==> config.mk <==
export PLATFORM = sky130hd
export DESIGN_NAME = shader_seq_ctrl
export DESIGN_NICKNAME = d
export VERILOG_FILES = /design/src/rtl/shader_seq_ctrl.sv
export SDC_FILE = /design/constraint.sdc
export NUM_CORES = 1
export LEC_CHECK = 0
export CAP_MARGIN = 25
export CORE_MARGIN = 10
export CORE_UTILIZATION = 45
export CTS_CLUSTER_DIAMETER = 100
export CTS_CLUSTER_SIZE = 8
export DETAILED_ROUTE_END_ITERATION = 16
export PLACE_DENSITY = 0.65
export RECOVER_POWER = 25
export SYNTH_ARGS = -nofsm -noshare
export SYNTH_HDL_FRONTEND = slang
export SYNTH_SLANG_ARGS = --single-unit
==> constraint.sdc <==
create_clock -name clk -period 2.5 [get_ports clk]
set_input_delay 0.5 -clock clk [delete_from_list [all_inputs] [get_ports clk]]
set_output_delay 0.5 -clock clk [all_outputs]
set_load 0.01 [all_outputs]
==> src/rtl/shader_seq_ctrl.sv <==
// shader_seq_ctrl: instruction buffer and program sequencer that feeds the shader core one word per cycle.
module shader_seq_ctrl #(
  parameter int DEPTH = 16,
  parameter int AW = 4,
  parameter int LW = 8,
  parameter logic [15:0] NOP_INSTR = 16'h0000
) (
  input  logic          clk,
  input  logic          rst_n,
  input  logic          prog_we,
  input  logic [AW-1:0] prog_addr,
  input  logic [15:0]   prog_wdata,
  input  logic          start,
  input  logic [AW:0]   prog_len,
  input  logic [LW-1:0] loop_cnt,
  input  logic          stall,
  input  logic          abort,
  output logic [15:0]   instr,
  output logic          issue_valid,
  output logic          busy,
  output logic          done,
  output logic [AW-1:0] pc,
  output logic [LW-1:0] pass
);
  typedef enum logic {IDLE, RUN} state_t;
  localparam logic [AW:0] MAX_LEN = (AW+1)'(DEPTH);
  state_t state, state_nx;
  logic [15:0] mem [DEPTH];
  logic [15:0] instr_nx;
  logic [AW:0] len, len_nx, len_clamp;
  logic [LW-1:0] loop, loop_nx, pass_nx;
  logic [AW-1:0] pc_nx;
  logic issue_nx, done_nx, fin, fin_nx, last_word;
  assign len_clamp = prog_len > MAX_LEN ? MAX_LEN : prog_len;
  assign last_word = {1'b0, pc} == len - 1'b1;
  assign busy = state == RUN;
  always_ff @(posedge clk)
    if (prog_we && state == IDLE) mem[prog_addr] <= prog_wdata;
  always_comb begin
    state_nx = state;
    len_nx = len;
    loop_nx = loop;
    pc_nx = pc;
    pass_nx = pass;
    instr_nx = NOP_INSTR;
    issue_nx = 1'b0;
    fin_nx = 1'b0;
    done_nx = fin;
    if (state == IDLE) begin
      if (start) begin
        len_nx = len_clamp;
        loop_nx = loop_cnt;
        pc_nx = '0;
        pass_nx = '0;
        state_nx = len_clamp == '0 ? IDLE : RUN;
        done_nx = fin | (len_clamp == '0);
      end
    end else if (abort) begin
      state_nx = IDLE;
      pc_nx = '0;
      pass_nx = '0;
    end else if (!stall) begin
      instr_nx = mem[pc];
      issue_nx = 1'b1;
      if (!last_word) pc_nx = pc + 1'b1;
      else if (pass < loop) begin
        pc_nx = '0;
        pass_nx = pass + 1'b1;
      end else begin
        // done follows one cycle after the last word so it never overlaps issue
        state_nx = IDLE;
        fin_nx = 1'b1;
        pc_nx = '0;
        pass_nx = '0;
      end
    end
  end
  always_ff @(posedge clk or negedge rst_n)
    if (!rst_n) begin
      state <= IDLE;
      len <= '0;
      loop <= '0;
      pc <= '0;
      pass <= '0;
      instr <= NOP_INSTR;
      issue_valid <= 1'b0;
      done <= 1'b0;
      fin <= 1'b0;
    end else begin
      state <= state_nx;
      len <= len_nx;
      loop <= loop_nx;
      pc <= pc_nx;
      pass <= pass_nx;
      instr <= instr_nx;
      issue_valid <= issue_nx;
      done <= done_nx;
      fin <= fin_nx;
    end
endmodule

==> impl_results.md <==
* Cells resized by post-CTS repair at 0
* Latest clock arrival within the worst-skew pair at 0.52 ns
* Launching point of the worst reg2reg path: pass[5]$_DFFE_PN0P_
* Highest achievable clock rate at 420 MHz
* Yosys warnings at 0
* Worst setup startpoint: pc[3]$_DFFE_PN0P_
* Starting density of the core at 45.5%
* Critical Path, Cell by Cell: buf_4 -> clkdlybuf4s50_1
* CTS Buf Count at 43
* Average vias per placed instance at 5.57
* Most common flop cell mapped by yosys: sky130_fd_sc_hd__edfxtp_1
* CTS tree: done
* Cell type with the highest aggregate area in the netlist: sky130_fd_sc_hd__edfxtp_1
* Worst setup EP type: primary output
* Syn-to-layout area delta at 22.8%
* Sum of negative setup slack at 0 ns
* Count of inserted antenna diode cells at 0
* Max-slew violation count at 0
* Total number of vias at 6,024
* Routed wirelength normalized by instance count at 24.0 µm
* Grt total ovfl at 0
* Slowest cell on the critical path: sky130_fd_sc_hd__clkdlybuf4s50_1
* Internal Dissipation at 0.00944 W
* Slack of the worst reg-to-reg path at 0.25 ns
* P_sw at 0.00258 W
* Fraction of power consumed by the clock network at 43.8%
* Startpoint type of the worst setup path: flop
* Maximum number of pins on one net before global-route repair at 66
* Via count of the first global-routing pass at 6,569
* Avg Synthesized Cell Area at 20.2 µm²
* Core area at 26,000 µm²
* Max-capacitance violation count at 0
* Top-area cell type share of the netlist area at 65.1%
* First drt pass iteration count at 5
* Reg2Reg Capture Point: pass[3]$_DFFE_PN0P_
* Synthesized Nets at 634
* Run status: finished, final reports clean
* Max transition margin at 12.0%
* RSZ-0062 raised after global routing: no
* Post-route cell area at 14,500 µm²
* Die height at 182 µm
* Worst vdd ir at 0.481 mV
* Max incr delay on CP at 0.62 ns
* Overall power consumption at 0.0120 W
* Static Leak at 4.83 nW
* Combinational Power Share at 9.2%
* Total power density per cell area at 828 nW/µm²
* Req. time, crit path at 2.00 ns
* Part of the cycle the worst path needs at 95.2%
* Clock tree root driver cell: sky130_fd_sc_hd__clkbuf_16
* Gate Count Post-Synth at 585
* Final ANT Viol Nets at 0
* Final min period at 2.38 ns
* Number of antenna violations at the first check in global routing at 0
* Top-count cell post-synth: sky130_fd_sc_hd__edfxtp_1
* Overall die width at 182 µm
* Longest Clk Path Bufs at 3
* Pin slew with the least headroom to its limit at 1.32 ns
* CTS H-Tree Depth at 2
* CP Data Arrival Time at 1.88 ns
* Sequential cell area fraction in the yosys report at 74.6%
* Unique masters post-synth at 44
* DRC violation count after routing at 0
* Clock sink count at 301
* DIE AREA at 33,100 µm²
* Placement row count at 59
* Total wire length after detailed routing at 26,000 µm
* Destination of the critical timing path: pc[3]
* Port Buffer Count at 69
* Post-synthesis instance area at 11,800 µm²
* Post-placement cell area at 13,300 µm²
* Yosys reg bits at 301
* GR Util All Layers at 15.8%
* Number of DRC markers in iteration 0 at 488
* Total of endpoints with negative setup slack in the final report at 0
* Highest net fanout along the worst path at 20
* I/O Pins at 70
* Number of enable-type register cells in the synthesized netlist at 256
* Final Hold Violating Endpoints at 0
* Switching Share at 21.5%
* Fraction of final layout cells with drive strength greater than 1 at 24.8%
* Wire length of the first global-routing pass at 40,000 µm
* DP Wirelength at 15,800 µm
* Fraction of registers with async set/reset at 15.0%
* Flop pwr share at 47.0%
* Total Nets Final at 762
* CTS clock-pin slew for the worst setup and hold paths at 0.05 ns
* Clock skew after layout at 0.0102 ns
* Commonest cells in the synthesized netlist: sky130_fd_sc_hd__edfxtp_1, sky130_fd_sc_hd__mux4_2, sky130_fd_sc_hd__dfrtp_1
* Type of the most critical hold path: reg2reg
* R2R cell count at 6
* Most area-consuming cells after synthesis: sky130_fd_sc_hd__edfxtp_1, sky130_fd_sc_hd__mux4_2, sky130_fd_sc_hd__dfrtp_1, sky130_fd_sc_hd__nor2b_1, sky130_fd_sc_hd__ha_1
* Global placement routability congestion at 0.843
* Classification of the worst setup path: reg2out
[final cells by class]
cell class                 count  area [µm²]
inverter                      12        45.0
clock buffer                  76        1220
clock inverter                 3        30.0
multi-input combinational    248        2880
timing repair buffer         107        1100
tap                          335         419
fill                        1967       11500
sequential                   301        8820
[routing by layer]
metal | global-route usage (%) | vias to the layer above | part of all wire, %
li1 | - | 2646 | -
met1 | 20.8 | 3149 | 42
met2 | 26.0 | 186 | 50
met3 | 3.52 | 43 | 6.0
met4 | 4.49 | 0 | 1.9
met5 | 0 | - | 0
[layout by cell type (no fill, tap or decap), drive strengths merged, types with 2 or more instances in the layout]
cell type and n:
edfxtp 256, mux4 80, clkbuf 77, clkdlybuf4s50 60
dfrtp 45, buf 37, nand2 28, nor2 22
nor2b 21, o21ai 14, inv 13, nor3 12
ha 10, dlygate4sd3 9, nand2b 7, o2bb2ai 6
nand3b 5, a21oi 4, a22oi 4, a211oi 3
nand4 3, xnor2 3, nand3 3, nand4b 2
xor2 2, nor3b 2, o22ai 2, a21o 2
clkinv 2
[per-stage QoR]
stage               setup WS (ns)  cells  util (%)  hold WS [ns]
finish                      0.120   1082      55.9         0.428
global route               0.0600   1082      55.9         0.444
CTS                        0.0447   1081      55.9         0.429
detailed placement          0.222   1001      51.0         0.416
global placement            0.231   1001      51.0         0.416
floorplan                   0.148    585         -         0.204
[cells by family (layout without fill, tap and decap cells)]
kind of cell    after synthesis  after routing  synth area share (%)
compound gates               40             40                  2.24
xor+xnor                      5              5                 0.371
fa+ha+maj                    10             10                  1.06
buf+inv                      36            198                  1.48
flops                       301            301                  74.6
mux                          82             82                  15.4
simple gates                111            111                  4.83
[worst min path at each step]
stage                        from        endpoint  depth (start not counted)
floorplan                   rst_n  busy$_DFF_PN0_                          0
global placement    fin$_DFF_PN0_  done$_DFF_PN0_                          1
detailed placement  fin$_DFF_PN0_  done$_DFF_PN0_                          1
CTS                 fin$_DFF_PN0_  done$_DFF_PN0_                          1
global route        fin$_DFF_PN0_  done$_DFF_PN0_                          1
finish              fin$_DFF_PN0_  done$_DFF_PN0_                          1
[repair_timing]
action                                  CTS  global route
endpoints found under the hold margin    45             0
hold buffers                              1             0
endpoints found under the setup margin    0             1
buffers inserted                          0             1
[power groups by stage]
stage	registers, W	logic, W	clock network (W)
after detailed placement	0.00575	0.00110	0
after CTS	0.00566	0.00111	0.00535
after global placement	0.00575	0.00107	0
final	0.00565	0.00111	0.00526
after global routing	0.00566	0.00121	0.00561
after floorplan	0.00571	0.000707	0
[worst max-delay path: cells and delay by family, from the launching register on]
kind,cells,cell delay [ns]
flip-flops,1,0.37
buffers and inverters,2,0.99
[state kept, by name, indices dropped and copies added (netlist names)]
| signal | count |
|---|---|
| len | 5 |
| loop | 8 |
| pc | 4 |
| issue_valid | 1 |
| done | 1 |
| pass | 8 |
| instr | 16 |
| fin | 1 |
| busy | 1 |
| mem | 256 |
Note: power is estimated with default switching activity, not from simulation.
